`src/rtl/cache_pkg.sv`:
```
// Shared geometry, FSM state type and helpers for the direct-mapped write-back data cache.
// Address layout: tag = ADDRESS[7:5], index = ADDRESS[4:2], offset = ADDRESS[1:0].
package cache_pkg;

  localparam int TAG_W      = 3;
  localparam int IDX_W      = 3;
  localparam int OFF_W      = 2;
  localparam int BLOCK_W    = 32;
  localparam int NUM_BLOCKS = 8;
  localparam int ADDR_W     = TAG_W + IDX_W + OFF_W;
  localparam int MEM_ADDR_W = TAG_W + IDX_W;

  typedef enum logic [1:0] {
    IDLE,
    WRITE_BACK,
    MEM_READ,
    UPDATE
  } state_e;

  // Byte 0 of a block lives in bits [7:0].
  function automatic logic [7:0] block_byte(input logic [BLOCK_W-1:0] blk,
                                            input logic [OFF_W-1:0]   off);
    return blk[{off, 3'b000} +: 8];
  endfunction

endpackage

```
`src/rtl/dcache_if.sv`:
```
// CPU-side and memory-side signals of the data cache, grouped as one bus.
// The slave modport is the cache; the master modport is the CPU/memory environment.
interface dcache_if;

  logic                          READ;
  logic                          WRITE;
  logic [cache_pkg::ADDR_W-1:0]  ADDRESS;
  logic [7:0]                    WRITEDATA;
  logic [7:0]                    READDATA;
  logic                          BUSYWAIT;

  logic                              MEM_READ;
  logic                              MEM_WRITE;
  logic [cache_pkg::MEM_ADDR_W-1:0]  MEM_ADDRESS;
  logic [cache_pkg::BLOCK_W-1:0]     MEM_WRITEDATA;
  logic [cache_pkg::BLOCK_W-1:0]     MEM_READDATA;
  logic                              MEM_BUSYWAIT;

  modport slave (
    input  READ, WRITE, ADDRESS, WRITEDATA, MEM_READDATA, MEM_BUSYWAIT,
    output READDATA, BUSYWAIT, MEM_READ, MEM_WRITE, MEM_ADDRESS, MEM_WRITEDATA
  );

  modport master (
    output READ, WRITE, ADDRESS, WRITEDATA, MEM_READDATA, MEM_BUSYWAIT,
    input  READDATA, BUSYWAIT, MEM_READ, MEM_WRITE, MEM_ADDRESS, MEM_WRITEDATA
  );

endinterface

```
`src/rtl/dcache_ctrl.sv`:
```
// Miss-handling FSM: write back a dirty victim, refill from memory, install the block.
// MEM_READ/MEM_WRITE are registered alongside the state so they are glitch-free for a whole state.
module dcache_ctrl
  import cache_pkg::*;
(
  input  logic   clk,
  input  logic   rst,
  input  logic   req,
  input  logic   hit,
  input  logic   victim_dirty,
  input  logic   mem_busywait,
  output state_e state,
  output logic   mem_read,
  output logic   mem_write,
  output logic   busywait
);

  state_e state_q, state_d;
  logic   mem_read_q, mem_read_d;
  logic   mem_write_q, mem_write_d;

  always_comb begin
    state_d = state_q;
    case (state_q)
      IDLE:       if (req && !hit) state_d = victim_dirty ? WRITE_BACK : MEM_READ;
      WRITE_BACK: if (!mem_busywait) state_d = MEM_READ;
      MEM_READ:   if (!mem_busywait) state_d = UPDATE;
      UPDATE:     state_d = IDLE;
      default:    state_d = IDLE;
    endcase
    mem_read_d  = (state_d == MEM_READ);
    mem_write_d = (state_d == WRITE_BACK);
  end

  always_ff @(posedge clk) begin
    if (rst) begin
      state_q     <= IDLE;
      mem_read_q  <= 1'b0;
      mem_write_q <= 1'b0;
    end else begin
      state_q     <= state_d;
      mem_read_q  <= mem_read_d;
      mem_write_q <= mem_write_d;
    end
  end

  // A miss stalls from the cycle it is seen, before the FSM has left IDLE.
  assign busywait  = (state_q != IDLE) || (req && !hit);
  assign state     = state_q;
  assign mem_read  = mem_read_q;
  assign mem_write = mem_write_q;

endmodule

```
`src/rtl/dcache.sv`:
```
// Direct-mapped write-back data cache, 8 blocks of 4 bytes, between the ALU and data memory.
// Holds the tag/data arrays, hit compare and byte select; dcache_ctrl sequences misses.
module dcache
  import cache_pkg::*;
(
  input logic     CLK,
  input logic     RESET,
  dcache_if.slave bus
);

  logic [NUM_BLOCKS-1:0] valid_q, valid_d;
  logic [NUM_BLOCKS-1:0] dirty_q, dirty_d;
  logic [TAG_W-1:0]      tag_q  [NUM_BLOCKS];
  logic [TAG_W-1:0]      tag_d  [NUM_BLOCKS];
  logic [BLOCK_W-1:0]    data_q [NUM_BLOCKS];
  logic [BLOCK_W-1:0]    data_d [NUM_BLOCKS];
  logic [BLOCK_W-1:0]    refill_q, refill_d;

  logic [TAG_W-1:0] addr_tag;
  logic [IDX_W-1:0] addr_idx;
  logic [OFF_W-1:0] addr_off;
  logic             req;
  logic             hit;
  logic             victim_dirty;
  state_e           state;
  logic             mem_read;
  logic             mem_write;
  logic             busywait;

  assign addr_off     = bus.ADDRESS[OFF_W-1:0];
  assign addr_idx     = bus.ADDRESS[OFF_W +: IDX_W];
  assign addr_tag     = bus.ADDRESS[OFF_W+IDX_W +: TAG_W];
  assign req          = bus.READ | bus.WRITE;
  assign hit          = valid_q[addr_idx] && (tag_q[addr_idx] == addr_tag);
  assign victim_dirty = valid_q[addr_idx] && dirty_q[addr_idx];

  dcache_ctrl u_ctrl (
    .clk          (CLK),
    .rst          (RESET),
    .req          (req),
    .hit          (hit),
    .victim_dirty (victim_dirty),
    .mem_busywait (bus.MEM_BUSYWAIT),
    .state        (state),
    .mem_read     (mem_read),
    .mem_write    (mem_write),
    .busywait     (busywait)
  );

  assign bus.BUSYWAIT  = busywait;
  assign bus.MEM_READ  = mem_read;
  assign bus.MEM_WRITE = mem_write;

  // A simultaneous READ/WRITE is treated as a store, so no load data is returned.
  always_comb begin
    bus.READDATA      = 8'h00;
    bus.MEM_ADDRESS   = '0;
    bus.MEM_WRITEDATA = '0;
    if (state == IDLE && bus.READ && !bus.WRITE && hit)
      bus.READDATA = block_byte(data_q[addr_idx], addr_off);
    if (state == WRITE_BACK) begin
      bus.MEM_ADDRESS   = {tag_q[addr_idx], addr_idx};
      bus.MEM_WRITEDATA = data_q[addr_idx];
    end else if (state == MEM_READ) begin
      bus.MEM_ADDRESS = {addr_tag, addr_idx};
    end
  end

  // Refill data is only valid in the cycle memory drops busy, so it is parked until UPDATE.
  always_comb begin
    valid_d  = valid_q;
    dirty_d  = dirty_q;
    tag_d    = tag_q;
    data_d   = data_q;
    refill_d = refill_q;
    case (state)
      IDLE: begin
        if (bus.WRITE && hit) begin
          data_d[addr_idx][{addr_off, 3'b000} +: 8] = bus.WRITEDATA;
          dirty_d[addr_idx]                         = 1'b1;
        end
      end
      MEM_READ: begin
        if (!bus.MEM_BUSYWAIT) refill_d = bus.MEM_READDATA;
      end
      UPDATE: begin
        data_d[addr_idx]  = refill_q;
        tag_d[addr_idx]   = addr_tag;
        valid_d[addr_idx] = 1'b1;
        dirty_d[addr_idx] = 1'b0;
      end
      default: ;
    endcase
  end

  always_ff @(posedge CLK) begin
    if (RESET) begin
      valid_q <= '0;
      dirty_q <= '0;
    end else begin
      valid_q  <= valid_d;
      dirty_q  <= dirty_d;
      tag_q    <= tag_d;
      data_q   <= data_d;
      refill_q <= refill_d;
    end
  end

endmodule

```
`src/flat_wrapper.sv`:
```
// flat-port wrapper written by rule: the top's interface ports become plain ports
module dcache_flat import cache_pkg::*;
  (CLK, RESET, bus_READ, bus_WRITE, bus_ADDRESS, bus_WRITEDATA, bus_MEM_READDATA, bus_MEM_BUSYWAIT, bus_READDATA, bus_BUSYWAIT, bus_MEM_READ, bus_MEM_WRITE, bus_MEM_ADDRESS, bus_MEM_WRITEDATA);
  dcache_if bus_i ();
  input logic CLK;
  input logic RESET;
  input wire logic [$bits(bus_i.READ)-1:0] bus_READ;
  input wire logic [$bits(bus_i.WRITE)-1:0] bus_WRITE;
  input wire logic [$bits(bus_i.ADDRESS)-1:0] bus_ADDRESS;
  input wire logic [$bits(bus_i.WRITEDATA)-1:0] bus_WRITEDATA;
  input wire logic [$bits(bus_i.MEM_READDATA)-1:0] bus_MEM_READDATA;
  input wire logic [$bits(bus_i.MEM_BUSYWAIT)-1:0] bus_MEM_BUSYWAIT;
  output wire logic [$bits(bus_i.READDATA)-1:0] bus_READDATA;
  output wire logic [$bits(bus_i.BUSYWAIT)-1:0] bus_BUSYWAIT;
  output wire logic [$bits(bus_i.MEM_READ)-1:0] bus_MEM_READ;
  output wire logic [$bits(bus_i.MEM_WRITE)-1:0] bus_MEM_WRITE;
  output wire logic [$bits(bus_i.MEM_ADDRESS)-1:0] bus_MEM_ADDRESS;
  output wire logic [$bits(bus_i.MEM_WRITEDATA)-1:0] bus_MEM_WRITEDATA;
  assign bus_i.READ = bus_READ;
  assign bus_i.WRITE = bus_WRITE;
  assign bus_i.ADDRESS = bus_ADDRESS;
  assign bus_i.WRITEDATA = bus_WRITEDATA;
  assign bus_i.MEM_READDATA = bus_MEM_READDATA;
  assign bus_i.MEM_BUSYWAIT = bus_MEM_BUSYWAIT;
  assign bus_READDATA = bus_i.READDATA;
  assign bus_BUSYWAIT = bus_i.BUSYWAIT;
  assign bus_MEM_READ = bus_i.MEM_READ;
  assign bus_MEM_WRITE = bus_i.MEM_WRITE;
  assign bus_MEM_ADDRESS = bus_i.MEM_ADDRESS;
  assign bus_MEM_WRITEDATA = bus_i.MEM_WRITEDATA;
  dcache u_core (.CLK(CLK), .RESET(RESET), .bus(bus_i));
endmodule
```
`config.mk`:
```
export PLATFORM = sky130hd
export DESIGN_NAME = dcache_flat
export DESIGN_NICKNAME = d
export VERILOG_FILES = /design/src/rtl/cache_pkg.sv /design/src/rtl/dcache_if.sv /design/src/rtl/dcache_ctrl.sv /design/src/rtl/dcache.sv /design/src/flat_wrapper.sv
export SDC_FILE = /design/constraint.sdc
export NUM_CORES = 1
export LEC_CHECK = 0
export CORE_MARGIN = 2
export CORE_UTILIZATION = 48
export DETAILED_ROUTE_END_ITERATION = 6
export PLACE_DENSITY = 0.69
export SLEW_MARGIN = 20
export SYNTH_ARGS = -nofsm -noshare
export SYNTH_HDL_FRONTEND = slang
export SYNTH_SLANG_ARGS = --single-unit
```
`constraint.sdc`:
```
create_clock -name CLK -period 6.9 [get_ports CLK]
set_clock_uncertainty 0.15 [all_clocks]
set_input_delay 1.38 -clock CLK [delete_from_list [all_inputs] [get_ports CLK]]
set_output_delay 1.38 -clock CLK [all_outputs]
set_load 0.05 [all_outputs]
```
==> flow_summary.yaml <==
flow_run:
  max-cap-violations: 0
grt:
  grt_max_degree: 56
  grt_overflow: 0
  busiest_layer: "met2"
  grt_pass1_wl_mm: 66.53
  antenna_found_initial: 0
  met3_usage: 0.05693
  grtUsageTotal: 0.2751
  use_met1: 0.3948
  grt_pass1_vias: 10340
  use_met2: 0.4193
sta:
  fin_setup_tns_ns: 0
  finalHoldViolCount: 0
  fin_crit_sh: 0.8947
  report.final.slew_viol_count: 0
  rsz0062_at_grt: "false"
  setup_viol: 0
  maxSlewHeadroom: 0.2439
  max_freq_mhz: 162.0
  worstMarginPinSlew_ns: 1.134
  period_minus_slack_ns: 6.174
detailed_routing:
  dr.pass1.iters: 6
  drt-total-wl_mm: 45.18
  final_antenna_net_count: 0
  num_vias: 10570
  dr.first_iter.drc_count: 1701
  wl_per_cell_um: 26.91
  drc: 0
  vias_per_cell: 6.298
worst_setup_path:
  critPathKind: "primary input to primary output"
  r2r-start: "u_core.tag_q[11]$_DFFE_PP_"
  start_kind: "primary input"
  rr_endpoint: "u_core.data_q[105]$_DFFE_PP_"
  worstRegToRegCells: 7
  path_max_fanout: 34
  ff2ff_setup_slack_ns: 3.35
  cp_data_arrival_time_ns: 4.64
  crit_required_ns: 5.37
  crit_path_end: "bus_MEM_WRITEDATA[4]"
  end_kind: "primary output"
  worstSetupStartpoint: "bus_ADDRESS[2]"
power_and_ir_drop:
  share_comb_of_total_power: 0.091
  total_power_mw: 4.563
  power.density_mw_per_mm2: 259.1
  seqPwrFrac: 0.482
  internal_power_mw: 3.489
  p_clk_frac: 0.427
  ir_worst_vdd_mv: 0.1633
  p_leak_nw: 5.050
  switching_share: 0.2355
  power_switching_mw: 1.074
clock_tree:
  hold_buffers: 0
  postCtsSetupBuffers: 0
  numCtsBuffers: 35
  cts.repair.resized: 0
  cts_root_buf: "clkbuf_16"
  clk_latency_ns: 0.52
  clock_sinks: 332
  clk_pin_slew_ns: 0.06
  h-tree-depth: 2
  cts_tree: "yes"
  cts_buffer_depth: 3
finish:
  final-seq-area_mm2: 0.009769
  area_delta_synth_final_pct: 18.64
  drive_gt1_frac: 0.1715
  mostFrequentLayoutCell: "nor2_1"
  nets: 1316
  n_antenna_cell: 0
  final_cell_mix: "nor2_1, edfxtp_1, clkdlybuf4s50_1"
  final_area_mm2: 0.01761
  multiInputGateArea_mm2: 0.004664
  fill_cells: 2429
  layout.cells.non_filler: 1679
yosys:
  yosysWarnings: 0
  synth_ff_type: "edfxtp_1"
  ys_seq_area_frac: 0.6581
  netlist_instances: 1138
  syn_avg_cell_area_um2: 13.04
  synthArstFlopShare: 0
  synth_edf_count: 312
  ys_seq_elements: 332
  synth_nets: 1196
  syn-cell-area_mm2: 0.01484
  synth_cell_types: 56
die:
  dieArea_mm2: 0.03235
  start_util: 0.4865
  row_count: 64
  ios: 102
  dieHeight_um: 179.9
  coreArea_mm2: 0.03051
  die_x_um: 179.9
min_path:
  holdPathStages: 2
  hp-class: "flop to flop"
placed_design:
  port_buffers: 101
  gp_congestion: 0.9206
  dpl_cell_area_mm2: 0.01642
  placed_cells: 1616
  hpwl_mm: 30.70
run_status:
  outcome: "finished clean"
layer usage:
| metal | share of wire | wire (µm) |
|---|---|---|
| met4 | 0.034 | 1540 |
| met3 | 0.11 | 5181 |
| met5 | 0 | 0 |
| met1 | 0.40 | 18160 |
| met2 | 0.45 | 20300 |
worst min-delay path by stage:
stage | startpoint | endpoint | slack [ns]
after floorplan | u_core.valid_q[0]$_SDFFE_PP0P_ | u_core.valid_q[0]$_SDFFE_PP0P_ | 0.28
after global placement | u_core.valid_q[0]$_SDFFE_PP0P_ | u_core.valid_q[0]$_SDFFE_PP0P_ | 0.29
after detailed placement | u_core.valid_q[1]$_SDFFE_PP0P_ | u_core.valid_q[1]$_SDFFE_PP0P_ | 0.31
after CTS | u_core.valid_q[1]$_SDFFE_PP0P_ | u_core.valid_q[1]$_SDFFE_PP0P_ | 0.32
after global routing | u_core.valid_q[7]$_SDFFE_PP0P_ | u_core.valid_q[7]$_SDFFE_PP0P_ | 0.36
final | u_core.valid_q[0]$_SDFFE_PP0P_ | u_core.valid_q[0]$_SDFFE_PP0P_ | 0.32
per-stage QoR:
stage	util	hold WS, ns	worst slack [ns]
global route	0.5772	0.3597	0.6899
finish	0.5772	0.3209	0.7265
floorplan	-	0.2790	1.723
detailed placement	0.5383	0.3066	0.8345
CTS	0.5770	0.3218	0.8195
global placement	0.5379	0.2920	0.8172
synthesized netlist by cell type (6+ instances only):
library cell,n,area share
buf_2,12,0.0040
nand2b_1,6,0.0025
o22ai_1,11,0.0046
nor3_1,36,0.012
a211oi_1,9,0.0046
mux2i_1,15,0.010
nand2_1,33,0.0083
dfxtp_1,20,0.027
a31oi_1,8,0.0034
mux4_2,29,0.044
nor2_1,313,0.079
and2_1,9,0.0038
o21ai_0,8,0.0027
a22o_1,9,0.0053
a221o_1,11,0.0074
edfxtp_1,312,0.63
a22oi_1,51,0.026
nor2b_1,20,0.0084
a221oi_1,33,0.019
a21oi_1,27,0.0091
buf_1,8,0.0020
clkbuf_1,51,0.013
mux2_2,31,0.024
buf_4,8,0.0040
power by group through the flow:
stage,Clock (mW),Sequential [mW],Combinational [mW]
2_1_floorplan,0,2.24,0.240
3_3_place_gp,0,2.24,0.403
3_5_place_dp,0,2.24,0.407
4_1_cts,1.96,2.20,0.409
5_1_grt,2.04,2.20,0.432
6_report,1.95,2.20,0.417
worst max-delay path, stage by stage:
cell	delay (ns)
buf_2	0.68
inv_2	0.07
buf_4	0.30
nor3_1	0.78
a221o_1	0.43
nor2b_1	0.18
clkdlybuf4s50_1	0.81
area by class of cell:
class	count	area share
Sequential cell	332	0.5547
Multi-Input combinational cell	713	0.2649
Timing Repair Buffer	167	0.08341
Clock buffer	38	0.05279
Tap cell	396	0.02814
Clock inverter	24	0.01414
Inverter	9	0.001918
state kept, by name, summed over array words and instances (netlist names), named ones only:
register / count
u_core.refill_q: 32
u_core.data_q: 256
u_core.u_ctrl.mem_read: 1
u_core.valid_q: 8
u_core.u_ctrl.state: 2
u_core.tag_q: 24
u_core.u_ctrl.mem_write: 1
logic make-up after synthesis:
logic type	after synthesis	synth area share
buffers and inverters	93	0.02908
xor gates and xnor gates	1	0.001096
AOI/OAI and AO/OA	192	0.1010
and+or+nand+nor	434	0.1236
DFF	332	0.6581
adders and majority gates	5	0.004214
muxes	81	0.08294
(Power assumes the default switching activity.)
